**src/rtl/win_scanner.sv**
```systemverilog
// Sequential N x N win scanner: latches a board on start, tests one anchor per clock
// for K-runs in four directions. Define WIN_SCANNER_EARLY_EXIT_EN to stop at the first winning anchor.
module win_scanner #(
  parameter int N = 5,
  parameter int K = 3,
  localparam int PW = $clog2(N*N)
) (
  input  logic              clk,
  input  logic              reset,
  input  logic              start,
  input  logic [2*N*N-1:0]  board,
  output logic              busy,
  output logic              done,
  output logic              playerwin,
  output logic              player2win,
  output logic              draw,
  output logic [PW-1:0]     win_pos,
  output logic [1:0]        win_dir
);

  localparam int RW = $clog2(N);
  localparam logic [PW-1:0] LAST = PW'(N*N-1);
`ifdef WIN_SCANNER_EARLY_EXIT_EN
  localparam bit EARLY = 1'b1;
`else
  localparam bit EARLY = 1'b0;
`endif

  typedef enum logic [1:0] {IDLE, SCAN, DONE} state_t;

  state_t              state_q, state_d;
  logic                load, finish;
  logic                issue_q, issue_d;
  logic [2*N*N-1:0]    board_q;
  logic [PW-1:0]       idx_q;
  logic [RW-1:0]       r_q, c_q;

  logic [3:0]          win1_p0, win2_p0;
  logic [1:0]          anchor_cell;
  logic                empty_p0;

  logic [3:0]          win1_p1, win2_p1;
  logic                empty_p1, last_p1, vld_p1;
  logic [PW-1:0]       idx_p1;
  logic [1:0]          first_dir;

  logic                p1_acc_q, p1_acc_d, p2_acc_q, p2_acc_d;
  logic                empty_acc_q, empty_acc_d, found_q, found_d;
  logic [PW-1:0]       pos_acc_q, pos_acc_d;
  logic [1:0]          dir_acc_q, dir_acc_d;

  logic                done_q, pw_q, p2w_q, draw_q;
  logic [PW-1:0]       pos_q;
  logic [1:0]          dir_q;

  // Off-board coordinates read as empty so partial runs never match a player code.
  function automatic logic [1:0] cell_at(input logic [2*N*N-1:0] b, input int rr, input int cc);
    logic [1:0] v;
    v = 2'd0;
    for (int j = 0; j < N*N; j++)
      if (rr >= 0 && rr < N && cc >= 0 && cc < N && rr*N + cc == j) v = b[2*j +: 2];
    return v;
  endfunction

  function automatic logic run_at(input logic [2*N*N-1:0] b, input int rr, input int cc,
                                  input int d, input logic [1:0] code);
    int   dr, dc;
    logic hit;
    dr  = (d == 0) ? 0 : 1;
    dc  = (d == 1) ? 0 : ((d == 3) ? -1 : 1);
    hit = (rr + dr*(K-1) < N) && (cc + dc*(K-1) < N) && (cc + dc*(K-1) >= 0);
    for (int k = 0; k < K; k++)
      if (cell_at(b, rr + dr*k, cc + dc*k) != code) hit = 1'b0;
    return hit;
  endfunction

  // Stage p0: evaluate the current anchor against the latched board
  always_comb begin
    win1_p0 = '0;
    win2_p0 = '0;
    for (int d = 0; d < 4; d++) begin
      win1_p0[d] = run_at(board_q, int'(r_q), int'(c_q), d, 2'd3);
      win2_p0[d] = run_at(board_q, int'(r_q), int'(c_q), d, 2'd2);
    end
    anchor_cell = cell_at(board_q, int'(r_q), int'(c_q));
    empty_p0    = (anchor_cell < 2'd2);
  end

  // Stage p1: fold the registered anchor result into the accumulators
  always_comb begin
    first_dir = 2'd0;
    for (int d = 3; d >= 0; d--)
      if (win1_p1[d] | win2_p1[d]) first_dir = 2'(d);
    p1_acc_d    = p1_acc_q;
    p2_acc_d    = p2_acc_q;
    empty_acc_d = empty_acc_q;
    found_d     = found_q;
    pos_acc_d   = pos_acc_q;
    dir_acc_d   = dir_acc_q;
    if (vld_p1) begin
      p1_acc_d    = p1_acc_q | (|win1_p1);
      p2_acc_d    = p2_acc_q | (|win2_p1);
      empty_acc_d = empty_acc_q | empty_p1;
      if (!found_q && (|(win1_p1 | win2_p1))) begin
        found_d   = 1'b1;
        pos_acc_d = idx_p1;
        dir_acc_d = first_dir;
      end
    end
    finish = vld_p1 && (last_p1 || (EARLY && (|(win1_p1 | win2_p1))));
  end

  always_comb begin
    state_d = state_q;
    load    = 1'b0;
    unique case (state_q)
      IDLE, DONE: if (start) begin
        state_d = SCAN;
        load    = 1'b1;
      end
      SCAN:    if (finish) state_d = DONE;
      default: state_d = IDLE;
    endcase
    issue_d = issue_q;
    if (load) issue_d = 1'b1;
    else if (issue_q && idx_q == LAST) issue_d = 1'b0;
    if (state_d != SCAN) issue_d = 1'b0;
  end

  always_ff @(posedge clk) begin
    if (reset) begin
      state_q <= IDLE;
      issue_q <= 1'b0;
      vld_p1  <= 1'b0;
      done_q  <= 1'b0;
      pw_q    <= 1'b0;
      p2w_q   <= 1'b0;
      draw_q  <= 1'b0;
      pos_q   <= '0;
      dir_q   <= '0;
    end else begin
      state_q <= state_d;
      issue_q <= issue_d;
      vld_p1  <= issue_q && (state_d == SCAN);
      done_q  <= finish;
      if (finish) begin
        pw_q   <= p1_acc_d;
        p2w_q  <= p2_acc_d;
        draw_q <= !p1_acc_d && !p2_acc_d && !empty_acc_d;
        pos_q  <= pos_acc_d;
        dir_q  <= dir_acc_d;
      end
    end
  end

  always_ff @(posedge clk) begin
    win1_p1  <= win1_p0;
    win2_p1  <= win2_p0;
    empty_p1 <= empty_p0;
    idx_p1   <= idx_q;
    last_p1  <= (idx_q == LAST);
    if (load) begin
      board_q     <= board;
      idx_q       <= '0;
      r_q         <= '0;
      c_q         <= '0;
      p1_acc_q    <= 1'b0;
      p2_acc_q    <= 1'b0;
      empty_acc_q <= 1'b0;
      found_q     <= 1'b0;
      pos_acc_q   <= '0;
      dir_acc_q   <= '0;
    end else begin
      p1_acc_q    <= p1_acc_d;
      p2_acc_q    <= p2_acc_d;
      empty_acc_q <= empty_acc_d;
      found_q     <= found_d;
      pos_acc_q   <= pos_acc_d;
      dir_acc_q   <= dir_acc_d;
      if (issue_q) begin
        idx_q <= idx_q + 1'b1;
        if (c_q == RW'(N-1)) begin
          c_q <= '0;
          r_q <= r_q + 1'b1;
        end else begin
          c_q <= c_q + 1'b1;
        end
      end
    end
  end

  assign busy       = (state_q == SCAN);
  assign done       = done_q;
  assign playerwin  = pw_q;
  assign player2win = p2w_q;
  assign draw       = draw_q;
  assign win_pos    = pos_q;
  assign win_dir    = dir_q;

endmodule

```
**config.mk**
```make
export PLATFORM = sky130hd
export DESIGN_NAME = win_scanner
export DESIGN_NICKNAME = d
export VERILOG_FILES = /design/src/rtl/win_scanner.sv
export SDC_FILE = /design/constraint.sdc
export NUM_CORES = 1
export LEC_CHECK = 0
export CAP_MARGIN = 20
export CORE_MARGIN = 2
export CORE_UTILIZATION = 40
export CTS_BUF_LIST = sky130_fd_sc_hd__clkbuf_16
export CTS_CLUSTER_DIAMETER = 100
export CTS_CLUSTER_SIZE = 14
export DETAILED_ROUTE_END_ITERATION = 12
export SLEW_MARGIN = 20
export SYNTH_ARGS = -nofsm -noshare
export SYNTH_HDL_FRONTEND = slang
export SYNTH_SLANG_ARGS = --single-unit
```
**constraint.sdc**
```tcl
create_clock -name clk -period 5.6 [get_ports clk]
set_input_delay 0.84 -clock clk [delete_from_list [all_inputs] [get_ports clk]]
set_output_delay 0.84 -clock clk [all_outputs]
set_load 0.02 [all_outputs]
```
Yosys cells after proc, flatten, opt, wreduce, memory -nomap -nowiden. Cells that the tools add are included.

Bits in registers: 102. Input port bits: 53. Output and inout port bits: 12. Logic and storage cells: 901.

$add $sub $neg: 18. Multipliers: 3. Magnitude comparators: 17. Equal/unequal tests: 240. Mux-type cells: 269. Bitwise logic cells: 8. Reductions and logical operators: 316.

Operators with widths (number): == test 32 x 6 -> 1 bit, second input constant (72); == test 32 x 5 -> 1 bit, second input constant (64); == test 32 x 4 -> 1 bit, second input constant (32); 2-to-1 mux 2 bit (258); == test 32 x 3 -> 1 bit, second input constant (16); zero test 32 bit (9); logical AND 1 bit (286); == test 32 x 2 -> 1 bit, second input constant (8); adder 32 bit (4); greater-or-equal comparator 32 x 1 -> 1 bit, second input constant (4); < comparator 32 x 4 -> 1 bit, second input constant (4); adder 32 x 4 -> 32 bit (3); == test 9 x 6 -> 1 bit, second input constant (9); == test 9 x 5 -> 1 bit, second input constant (8); == test 9 x 4 -> 1 bit, second input constant (4); != test 2 bit, second input constant (18); adder 32 x 5 -> 32 bit (1); multiplier 32 x 4 -> 32 bit, second input constant (1); OR reduction 3 bit (8); == test 9 x 3 -> 1 bit, second input constant (2); OR reduction 4 bit (3); 2-to-1 mux 5 bit (2); adder 8 x 5 -> 9 bit (1); == test 9 x 2 -> 1 bit, second input constant (1); 30 further kinds (53).

Longest topological paths before layout.
Depth after elaboration: 33. Gate-level depth with buffers: 24.

Worst setup path before layout. No wires, ideal clock.

Path type: reg2reg. Start: reg r_q[1]. End: reg win1_p1[3]. Library setup time: 0.061 ns. Arrival time: 5.380 ns. Data required time: 5.539 ns. Setup slack: 0.159 ns. Cell stages (with the launch flop): 24. Cell sequence: dfxtp_1 -> inv_1 -> ha_1 -> inv_1 -> ha_1 -> ha_1 -> nand2b_1 -> and3_1 -> clkbuf_1 -> ha_1 -> clkbuf_1 -> or4_1 -> o221ai_1 -> ha_1 -> nor2b_1 -> nand3_1 -> or4_1 -> buf_6 -> nor3_4 -> nand3_2 -> o221ai_2 -> a31oi_1 -> a2111oi_2 -> and4b_1.

Cells in the longest elaborated chain, start to end: 33. Elaborated cells between the ends (all ways): 254. Those cells by class: add/sub (5); mul (3); order compare (6); eq/ne (75); mux (75); reduce/logical (90).

Ends and longest elaborated chain: start, declared (RTL line 36) `logic [RW-1:0] r_q, c_q;`; start signal, assigned (RTL line 184) `r_q <= r_q + 1'b1;`; branches (longest 33 deep; another with multiplier 32 x 4 -> 32 bit); end signal, assigned (RTL line 157) `win1_p1 <= win1_p0;`; end, declared (RTL line 42) `logic [3:0] win1_p1, win2_p1;`.

Parallel ways; which one is timed is not known. A chain may end at the register's enable or synchronous reset.

Worst setup path after layout.
Start: reg r_q[0]. End: reg win1_p1[3].

The elaborated chain is that of the path after synthesis.

==> metrics.yaml <==
cp-start-kind: "register"
tightest_slew_ns: 1.42
grt_pass1_vias: 11954
dp_hpwl_um: 35100
synth_seq_area_share_pct: 21.7
status: "finished, final reports clean"
drt-initial-drc-count: 1704
synth_edf_count: 50
die-height_um: 175
clock_latency_ns: 0.38
cts_tree: "done"
cts-hold-fix-buffers: 0
synthesis.nets: 1672
layout_common_cells: "155 x nor2_1, 127 x a21oi_1, 118 x nand2_1"
initial_core_util_pct: 40.7
gp_congestion: 1.03
clockRootBuffer: "clkbuf_16"
totalWireLength_um: 46700
ios: 65
ys.flop_type: "dfxtp_1"
yosysTopAreaCell: "edfxtp_1"
grt_usage_pct: 29.9
path_class: "reg2reg"
cts_buffers: 9
grt_first_pass_wirelength_um: 70900
synthToLayoutAreaGrowth_pct: 13.3
synth_warnings: 0
cts_max_path_buffers: 2
rows: 62
arrival_ns: 5.64
drc: 0
synthTopCellsByArea: "edfxtp_1 13%, dfxtp_1 8.9%, ha_1 7.4%, a21oi_1 5.6%, nor2_1 5.0%"
layout_min_cycle_time_ns: 5.33
power.density_nw_per_um2: 221
slew_headroom_pct: 4.66
synth_cells: 1540
ant_nets: 0
fin_area_um2: 13300
finalSetupViolCount: 0
avgSynthCellArea_um2: 7.60
whs_ns: 0.386
grt_max_degree: 80
synth_area_um2: 11700
synth_cell_type_count: 91
num-nets-final: 1700
core_area_um2: 28800
worstHoldPathType: "reg2reg"
die_x_um: 175
final-max-slew-violation-count: 0
p_leak_nw: 5.00
dieArea_um2: 30700
htree_levels: 3
ir_drop_mv: 0.141
dpl-instance-area_um2: 12800
grt-ovfl-total: 0
ys_ff_latch: 102
fmax_mhz: 188
fin_total_pwr_mw: 2.94
viasPerCell: 6.56
endpoint_kind: "register"
vias: 12846
rsz0062_at_grt: "false"
port_buffers: 64
final_common_cell: "nor2_1"
critical_path_required_ns: 5.91
timing.final.crit_share_pct: 95.2
clock-sinks: 102
wl_per_cell_um: 23.8
hold_viol_final: 0
ys_async_sr_fraction_pct: 0
drt_first_pass_iters: 6
antenna_found_initial: 2
synth_top_area_share_pct: 12.8
maxCapViolations: 0
crit_fanout: 9
clock_skew_ns: 0.0207
drive_gt1_share_pct: 8.71
path_clk_slew_ns: 0.09
setup_tns_ns: 0
-- cell type report --
| cell class | count | area [um2] |
|---|---|---|
| fill | 2880 | 15500 |
| sequential | 102 | 2550 |
| tap | 384 | 480 |
| inverter | 61 | 229 |
| clock buffer | 9 | 225 |
| multi-input combinational | 1274 | 8620 |
| antenna | 1 | 2.50 |
| clock inverter | 7 | 83.8 |
| timing repair buffer | 120 | 1080 |
-- through the flow --
stage	utilization [%]	cells	setup WS, ns
6_report	46.1	1958	0.270
5_1_grt	46.1	1958	0.0214
4_1_cts	45.7	1954	0.112
3_5_place_dp	44.6	1938	0.0311
3_3_place_gp	44.6	1938	0.190
2_1_floorplan	-	1540	0.159
-- state kept, by name, summed over array words and instances, names as in the netlist, 3 cells and up --
name,flops
idx_p1,5
win1_p1,4
c_q,3
idx_q,5
pos_acc_q,5
win2_p1,4
r_q,3
board_q,50
win_pos,5
-- worst max-delay path: stages (launching register included) --
cell       delay, ns
dfxtp_2         0.45
inv_1           0.10
ha_1            0.31
inv_1           0.09
xnor2_1         0.12
ha_1            0.19
inv_1           0.06
fa_1            0.42
nand3b_1        0.22
and2_0          0.27
ha_1            0.30
or3_4           0.40
o22a_1          0.27
buf_4           0.19
nor3_4          0.28
a221oi_1        0.13
a311o_1         0.29
o221a_1         0.14
o31a_1          0.40
a2111oi_2       0.39
and4b_1         0.23
-- repair_timing --
item,CTS,global route
gates resized for setup,1,21
pin swaps,0,7
buffers inserted,0,2
endpoints found under the setup margin,2,2
-- power by group --
group	total, mW	internal (mW)	switching, mW	leakage (nW)
logic	1.36	0.513	0.850	3.95
clock network	0.669	0.323	0.346	0.151
registers	0.906	0.822	0.0840	0.900
total	2.94	1.66	1.28	5.00
-- kinds of logic after synthesis --
kind of cell               share of synthesized area, %
DFF                                                21.7
AOI/OAI and AO/OA                                  29.1
muxes                                              5.56
and+or+nand+nor                                    25.9
xor gates and xnor gates                           3.07
adders and majority gates                          9.08
buffers and inverters                              5.62
-- cell usage after synthesis (all sizes together), types with 32 or more instances --
cell,n
dfxtp,52
ha,69
a21oi,130
nor2,155
nor3,61
buf,32
o21ai,108
nor2b,32
a211oi,34
inv,61
nand2,118
clkbuf,71
nand3,59
edfxtp,50
mux2i,38
-- routing by layer --
layer  global-route usage (%)  vias up  wire length (um)  part of all wire, %
met3                     5.57      134              4330                  9.3
met1                     40.5     6087             19900                   43
met4                     12.0        0              1890                  4.0
li1                         -     5899                 -                    -
met2                     46.9      726             20500                   44
met5                        0        -                 0                    0
-- path summary, 6_finish.rpt --
| kind | startpoint | endpoint | slack, ns | depth (start not counted) |
|---|---|---|---|---|
| worst max-delay path | r_q[0] | win1_p1[3] | 0.27 | 20 |
| worst min-delay path | idx_q[4] | idx_p1[4] | 0.39 | 0 |
| worst max register to register | r_q[0] | win1_p1[3] | 0.27 | 20 |
| worst min register to register | idx_q[4] | idx_p1[4] | 0.39 | 0 |
No activity file was read; power rests on OpenSTA's default activity.
